$ cat config.mk
export PLATFORM = sky130hd
export DESIGN_NAME = muldiv_unit
export DESIGN_NICKNAME = d
export VERILOG_FILES = /design/src/rtl/muldiv_unit.sv
export SDC_FILE = /design/constraint.sdc
export NUM_CORES = 1
export LEC_CHECK = 0
export CORE_AREA = 3 3 161 163
export CTS_CLUSTER_SIZE = 12
export DETAILED_ROUTE_END_ITERATION = 7
export DIE_AREA = 0 0 164 166
export PLACE_DENSITY_LB_ADDON = 0.2
export SETUP_SLACK_MARGIN = 0.3
export SYNTH_ARGS = -nofsm -noshare
export SYNTH_HDL_FRONTEND = slang
export SYNTH_SLANG_ARGS = --single-unit
$ cat constraint.sdc
create_clock -name clk -period 2.7 [get_ports clk]
set_input_delay 0.405 -clock clk [delete_from_list [all_inputs] [get_ports clk]]
set_output_delay 0.405 -clock clk [all_outputs]
set_load 0.05 [all_outputs]
$ cat src/rtl/muldiv_unit.sv
// Iterative 32x32 multiply / 32/32 divide unit: one shift-add or shift-subtract per cycle.
// Build option MULDIV_DIV_EN enables the divide datapath; without it divide ops are flagged illegal.
//
// state  | meaning
// IDLE   | waiting for start; operands captured on the accepting edge
// PREP   | absolute values and result signs
// RUN    | 32 iterations, one per cycle
// FIX    | sign correction; results written on the exit edge
// DONE   | one-cycle done pulse
module muldiv_unit (
    input  logic        clk,
    input  logic        reset,
    input  logic        start,
    input  logic [0:1]  op,
    input  logic [0:31] opA,
    input  logic [0:31] opB,
    output logic        busy,
    output logic        done,
    output logic [0:31] hi,
    output logic [0:31] lo,
    output logic        dbz,
    output logic        illegal
);

    localparam logic [2:0] S_IDLE = 3'd0;
    localparam logic [2:0] S_PREP = 3'd1;
    localparam logic [2:0] S_RUN  = 3'd2;
    localparam logic [2:0] S_FIX  = 3'd3;
    localparam logic [2:0] S_DONE = 3'd4;

    logic [2:0]  state_q, state_d;
    logic [5:0]  cnt_q, cnt_d;
    logic        signed_q, signed_d;
    logic [31:0] a_q, a_d;
    logic [31:0] b_q, b_d;
    logic [63:0] prod_q, prod_d;
    logic        neg_res_q, neg_res_d;
    logic [31:0] hi_q, hi_d;
    logic [31:0] lo_q, lo_d;
    logic        dbz_q, dbz_d;
    logic        ill_q, ill_d;

    logic [1:0]  op_in;
    logic [31:0] a_in, b_in;
    logic        a_neg, b_neg;
    logic [31:0] a_abs, b_abs;
    logic [32:0] mul_sum;
    logic [63:0] prod_fix;

    assign op_in = op;
    assign a_in  = opA;
    assign b_in  = opB;

    assign a_neg = signed_q & a_q[31];
    assign b_neg = signed_q & b_q[31];
    assign a_abs = a_neg ? -a_q : a_q;
    assign b_abs = b_neg ? -b_q : b_q;

    // Multiplier sits in the low half and shifts out as the product shifts in.
    assign mul_sum  = {1'b0, prod_q[63:32]} + (prod_q[0] ? {1'b0, a_q} : 33'd0);
    assign prod_fix = neg_res_q ? -prod_q : prod_q;

`ifdef MULDIV_DIV_EN
    logic        div_q, div_d;
    logic [31:0] rem_q, rem_d;
    logic        neg_rem_q, neg_rem_d;
    logic        zero_q, zero_d;
    logic [32:0] rem_sh;
    logic        div_ge;
    logic [31:0] rem_sub;
    logic [31:0] rem_nxt;

    // Partial remainder is 33 bits wide; after a restoring step it always fits in 32.
    assign rem_sh  = {rem_q, prod_q[31]};
    assign div_ge  = rem_sh >= {1'b0, b_q};
    assign rem_sub = rem_sh[31:0] - b_q;
    assign rem_nxt = div_ge ? rem_sub : rem_sh[31:0];
`endif

    always_comb begin
        state_d   = state_q;
        cnt_d     = cnt_q;
        signed_d  = signed_q;
        a_d       = a_q;
        b_d       = b_q;
        prod_d    = prod_q;
        neg_res_d = neg_res_q;
        hi_d      = hi_q;
        lo_d      = lo_q;
        dbz_d     = dbz_q;
        ill_d     = ill_q;
`ifdef MULDIV_DIV_EN
        div_d     = div_q;
        rem_d     = rem_q;
        neg_rem_d = neg_rem_q;
        zero_d    = zero_q;
`endif
        case (state_q)
            S_IDLE: begin
                if (start) begin
                    state_d  = S_PREP;
                    signed_d = op_in[0];
                    a_d      = a_in;
                    b_d      = b_in;
`ifdef MULDIV_DIV_EN
                    div_d    = op_in[1];
`else
                    if (op_in[1]) begin
                        state_d = S_DONE;
                        hi_d    = '0;
                        lo_d    = '0;
                        dbz_d   = 1'b0;
                        ill_d   = 1'b1;
                    end
`endif
                end
            end
            S_PREP: begin
                state_d   = S_RUN;
                cnt_d     = '0;
                a_d       = a_abs;
                b_d       = b_abs;
                neg_res_d = a_neg ^ b_neg;
                prod_d    = {32'd0, b_abs};
`ifdef MULDIV_DIV_EN
                neg_rem_d = a_neg;
                zero_d    = (b_q == 32'd0);
                rem_d     = '0;
                if (div_q) prod_d = {32'd0, a_abs};
`endif
            end
            S_RUN: begin
                cnt_d = cnt_q + 6'd1;
                if (cnt_q == 6'd31) begin
                    state_d = S_FIX;
                    cnt_d   = '0;
                end
`ifdef MULDIV_DIV_EN
                if (div_q) begin
                    prod_d = {prod_q[63:32], prod_q[30:0], div_ge};
                    rem_d  = rem_nxt;
                end else
`endif
                prod_d = {mul_sum, prod_q[31:1]};
            end
            S_FIX: begin
                state_d = S_DONE;
                hi_d    = prod_fix[63:32];
                lo_d    = prod_fix[31:0];
                dbz_d   = 1'b0;
                ill_d   = 1'b0;
`ifdef MULDIV_DIV_EN
                // Remainder follows the dividend; divide-by-zero forces an all-ones quotient.
                if (div_q) begin
                    hi_d  = neg_rem_q ? -rem_q : rem_q;
                    lo_d  = zero_q ? 32'hFFFF_FFFF : (neg_res_q ? -prod_q[31:0] : prod_q[31:0]);
                    dbz_d = zero_q;
                end
`endif
            end
            S_DONE:  state_d = S_IDLE;
            default: state_d = S_IDLE;
        endcase
    end

    always_ff @(posedge clk or negedge reset) begin
        if (!reset) begin
            state_q   <= S_IDLE;
            cnt_q     <= '0;
            signed_q  <= 1'b0;
            a_q       <= '0;
            b_q       <= '0;
            prod_q    <= '0;
            neg_res_q <= 1'b0;
            hi_q      <= '0;
            lo_q      <= '0;
            dbz_q     <= 1'b0;
            ill_q     <= 1'b0;
`ifdef MULDIV_DIV_EN
            div_q     <= 1'b0;
            rem_q     <= '0;
            neg_rem_q <= 1'b0;
            zero_q    <= 1'b0;
`endif
        end else begin
            state_q   <= state_d;
            cnt_q     <= cnt_d;
            signed_q  <= signed_d;
            a_q       <= a_d;
            b_q       <= b_d;
            prod_q    <= prod_d;
            neg_res_q <= neg_res_d;
            hi_q      <= hi_d;
            lo_q      <= lo_d;
            dbz_q     <= dbz_d;
            ill_q     <= ill_d;
`ifdef MULDIV_DIV_EN
            div_q     <= div_d;
            rem_q     <= rem_d;
            neg_rem_q <= neg_rem_d;
            zero_q    <= zero_d;
`endif
        end
    end

    assign busy    = (state_q != S_IDLE);
    assign done    = (state_q == S_DONE);
    assign hi      = hi_q;
    assign lo      = lo_q;
    assign dbz     = dbz_q;
    assign illegal = ill_q;

endmodule

## Word level (Yosys, flattened, before mapping)

Index checks and enable logic that the tools add are counted.

- Register bits: 205
- Input bits: 69
- Output and inout bits: 68

- $add $sub $neg: 5
- Equality and inequality tests: 9
- Multiplexer cells: 25
- Bitwise operators: 3
- Reduce and logical (&&, ||, !) cells: 10

Operators with widths:

| kind | number |
|---|---|
| $pmux 32 s2 | 4 |
| $mux 32 | 7 |
| $pmux 64 s2 | 1 |
| $mux 64 | 1 |
| $neg 32->32 | 2 |
| $neg 64->64 | 1 |
| $add 32x32->33 | 1 |
| $pmux 3 s4 | 1 |
| $pmux 6 s2 | 1 |
| $mux 3 | 3 |
| $ne 2x2->1 const B | 4 |
| $add 6x1->6 const B | 1 |
| $eq 3x2->1 const B | 2 |
| $eq 6x5->1 const B | 1 |
| $mux 6 | 1 |
| $reduce_and 2->1 | 3 |
| $reduce_and 3->1 | 2 |
| $reduce_bool 2->1 | 3 |
| $mux 1 | 4 |
| $pmux 1 s2 | 2 |
| $eq 3x1->1 const B | 1 |
| $eq 3x3->1 const B | 1 |
| $logic_not 3->1 | 1 |
| $reduce_bool 3->1 | 1 |
| other kinds (2) | 3 |

## Depth between registers and ports, before layout

- Word-level depth: 3
- Mapped depth: 12
- Depth with buffers taken out: 12

## Least setup slack after synthesis

OpenSTA, ideal clock, no wires.

- Kind: flip-flop to flip-flop
- From: register a_q[1]
- To: register a_q[28]
- Setup time: 137 ps
- Arrival time: 2,757 ps
- Required time: 2,563 ps
- Path slack: -194 ps
- Stages on the path, launching flop included: 12
- Buffers on the path: 2
- Period minus slack after synthesis: 2,894 ps
- Cell sequence: dfrtp_1 inv_1 ha_1 or3b_1 nand4bb_1 clkbuf_1 or4_1 clkbuf_1 or3_1 or3_1 a21oi_1 a21oi_1

- Longest elaborated chain between the ends: 3

RTL lines:

| item | RTL line | RTL |
|---|---|---|
| start: declaration | 34 | `logic [31:0] a_q, a_d;` |
| start signal: assignment | 171 | `a_q <= '0;` |
| start signal: assignment | 189 | `a_q <= a_d;` |
| $neg 32->32 | 56 | `assign a_abs = a_neg ? -a_q : a_q;` |
| $mux 32 | 56 |  |
| $pmux 32 s2 | 98 | `case (state_q)` |

No other way between the ends. The select of a mux whose other input is x is not followed.
A chain may end at the register's enable or synchronous reset.

## Final worst setup path

- From: register b_q[10]
- To: register prod_q[22]

- Longest elaborated chain between the ends: 3

RTL lines:

| item | RTL line | RTL |
|---|---|---|
| start: declaration | 35 | `logic [31:0] b_q, b_d;` |
| start signal: assignment | 172 | `b_q <= '0;` |
| start signal: assignment | 190 | `b_q <= b_d;` |
| $neg 32->32 | 57 | `assign b_abs = b_neg ? -b_q : b_q;` |
| $mux 32 | 57 |  |
| $pmux 64 s2 | 98 |  |
| end signal: assignment | 191 | `prod_q <= prod_d;` |
| end: declaration | 36 | `logic [63:0] prod_q, prod_d;` |

No other way between the ends.

==> impl_metrics.tcl <==
set metrics [dict create \
    cp-start-kind "register" \
    p_total_mw 23.4 \
    critPathKind "reg2reg" \
    layout-drive-gt1-share 0.265 \
    ys_seq_area_frac 0.401 \
    synth_cell_types 69 \
    fp.dieW_um 164 \
    synth_top_family_by_area "compound AO/OA/AOI/OAI gates" \
    wl_per_cell_um 19.8 \
    drtIter0Drc 1442 \
    syn2layout_area_growth_pct 43.7 \
    grt_max_degree 79 \
    io_pins 137 \
    initial_core_util 0.521 \
    cts_buffer_depth 3 \
    layout.nets 1906 \
    via_count 13200 \
    io_buffers 135 \
    synth_xor_area_frac 0.0784 \
    crit_top_cell "or4_4" \
    cap_violations 0 \
    fin_util 0.748 \
    num_rows 57 \
    async_reset_ff_frac 1.00 \
    synthCells 1526 \
    post-route-drc-count 0 \
    status "finished with violations" \
    grt_pass1_vias 12200 \
    synth_fp_nets 1632 \
    ir_worst_vdd_mv 0.747 \
    n_fill_cell 1666 \
    dpl_cell_area_um2 15700 \
    powerDensity_nw_per_um2 1280 \
    synth_compound_area_frac 0.240 \
    antenna_found_initial 0 \
    finalWorstSetupSlack_ns -0.122 \
    synth_edf_count 0 \
    cts.sinks 204 \
    core_area_um2 24500 \
    wl_um 42300 \
    p_leak_nw 7.52 \
    syn_area_per_cell_um2 8.35 \
    clockRootBuffer "clkbuf_16" \
    synth_ff_type "dfrtp_1" \
    dieArea_um2 27200 \
    cts_tree "built" \
    stdcell_area_um2 18300 \
    worstSetupEndpointType "register" \
    hpwl_um 28200 \
    ys_seq_elements 204 \
    relSlewSlack 0.430 \
    slew_viol_final 0 \
    violations "negative setup slack" \
    hold_viol 0 \
    post-route-period-util 1.05 \
    clock_latency_ns 0.52 \
    gp_congestion 0.941 \
    grt_pass1_wl_um 64400 \
    viasPerCell 6.18 \
    finClkSkew_ns 0.0119 \
    period_minus_slack_ns 2.82 \
    overflow 0 \
    synthAdderAreaFrac 0.0369 \
    ys_warn_count 0 \
    tightest_slew_ns 0.848 \
    gr-usage-all-layers 0.287 \
    setup_viol 25 \
    die_h_um 166 \
    regArea_um2 5110 \
    path_max_fanout 4 \
    rsz0062_at_grt "yes" \
    cts_buffers 23 \
    drt_pass1_iterations 6 \
    path_clk_slew_ns 0.06 \
    worstPathArrival_ns 3.21 \
    cp.required_ns 3.09 \
    synth_area_um2 12700 \
    max_stage_delay_ns 0.56 \
    cp_cell_sequence "or4_4, or3_4, or4_4, nor3_4, buf_4, buf_6, a211oi_2, a31oi_1, o21ai_1" \
    yosys.area_share.simple 0.201 \
    num_antenna_cells 0 \
    cp_slowest_cell "or4_4" \
    htree_levels 1 \
    synthMuxAreaShare 0.00236 \
    multi_input_area_um2 8670 \
    max_freq_ghz 0.354 \
    worstHoldPathType "in2reg" \
    antenna_left 0 \
]
==> cell families (layout without fill, tap and decap cells) <==
logic type      Yosys count  in the layout
compound gates          495            495
xor+xnor                114            114
fa+ha+maj                37             37
buf+inv                 134            424
flops                   204            204
mux                       3              3
other cells               1              1
simple gates            538            538
==> registers in the layout, indices dropped and copies added (netlist names) <==
signal / flops
signed_q: 1
hi: 32
lo: 32
state_q: 3
b_q: 32
cnt_q: 6
prod_q: 64
a_q: 32
neg_res_q: 1
illegal: 1
==> worst paths after layout <==
path                            startpoint         end  slack [ns]  depth (start not counted)
worst max-delay path               b_q[10]  prod_q[22]       -0.12                          9
worst min-delay path                 op[1]    signed_q        0.42                          3
worst max register to register     b_q[10]  prod_q[22]       -0.12                          9
worst min register to register      hi[15]      hi[15]        0.47                          2
max in group asynchronous            reset      b_q[8]        1.51                          3
min in group asynchronous            reset     a_q[16]        0.45                          2
==> cell usage after synthesis, drive strengths merged (5+ instances only) <==
master,count,share of area
ha,36,0.035
or4,19,0.012
and2,34,0.017
xnor2,30,0.021
and3,7,0.0034
a222oi,5,0.0039
clkbuf,101,0.030
nand4,16,0.0079
or2,12,0.0059
a221o,19,0.015
nor4,14,0.0074
nor3,44,0.018
a22oi,31,0.018
o211ai,5,0.0029
a31oi,18,0.0088
inv,28,0.0083
buf,5,0.0021
a21o,12,0.0071
a211oi,6,0.0035
o31ai,22,0.013
o21ai,214,0.084
nand2,219,0.065
nand2b,5,0.0025
o22ai,16,0.0079
dfrtp,204,0.40
a21oi,88,0.035
o41ai,15,0.011
nor2,104,0.031
nand3,18,0.0071
or3,26,0.013
o21a,6,0.0035
xor2,84,0.058
nor2b,10,0.0049
==> what timing repair did <==
action	CTS	global route
endpoints found under the setup margin	97	119
resized for setup	163	160
buffers inserted	30	23
endpoints found under the hold margin	58	0
hold buffers	1	0
pin swaps	56	91
==> power breakdown <==
part	total, mW	internal [mW]	switching [mW]
combinational	14.2	5.89	8.31
clock	3.22	1.94	1.29
sequential	5.95	4.32	1.62
==> metal layers <==
layer,track usage,up-vias,routed length [um]
met5,0,-,0
li1,-,6062,-
met2,0.426,633,19100
met3,0.0454,91,3680
met1,0.442,6446,18600
met4,0.0662,0,1040
==> through the flow <==
stage	hold WS [ns]	setup WS, ns	TNS (ns)	cells
floorplan	0.109	-0.133	-0.379	1526
global placement	0.453	0.00971	0	2045
detailed placement	0.445	-0.0802	-0.228	2045
CTS	0.413	-0.0145	-0.0169	2117
global route	0.443	-0.207	-4.22	2140
finish	0.418	-0.122	-1.12	2140
==> critical path, delay by kind of cell, from the launching register on <==
kind / cells / cell delay (ns)
compound gates: 3 / 0.33
buf+inv: 2 / 0.26
flops: 1 / 0.39
simple gates: 4 / 1.72
==> layout make-up <==
class | instances | share of cell area
multi-input cells | 1188 | 0.474
well taps | 324 | 0.0221
repair buffers | 355 | 0.178
clock buffers | 33 | 0.0351
inverters | 28 | 0.00574
clock inverters | 8 | 0.00649
flip-flops and latches | 204 | 0.279
==> layout by cell type, fill, tap and decap left out, drive strengths merged, types with 4 or more instances in the layout <==
cell type / Yosys / routed
nand2: 219 / 219
buf: 5 / 219
o21ai: 214 / 214
dfrtp: 204 / 204
clkdlybuf4s50: 0 / 132
nor2: 104 / 104
a21oi: 88 / 88
xor2: 84 / 84
nor3: 44 / 44
ha: 36 / 36
and2: 34 / 34
clkbuf: 101 / 34
a22oi: 31 / 31
xnor2: 30 / 30
inv: 28 / 29
or3: 26 / 26
o31ai: 22 / 22
a221o: 19 / 19
or4: 19 / 19
nand3: 18 / 18
a31oi: 18 / 18
nand4: 16 / 16
o22ai: 16 / 16
o41ai: 15 / 15
nor4: 14 / 14
a21o: 12 / 12
or2: 12 / 12
nor2b: 10 / 10
and3: 7 / 7
o21a: 6 / 6
a211oi: 6 / 6
o211ai: 5 / 5
a222oi: 5 / 5
nand2b: 5 / 5
a32o: 4 / 4
clkinv: 0 / 4
o22a: 4 / 4
o311ai: 4 / 4
(Power assumes the default switching activity.)
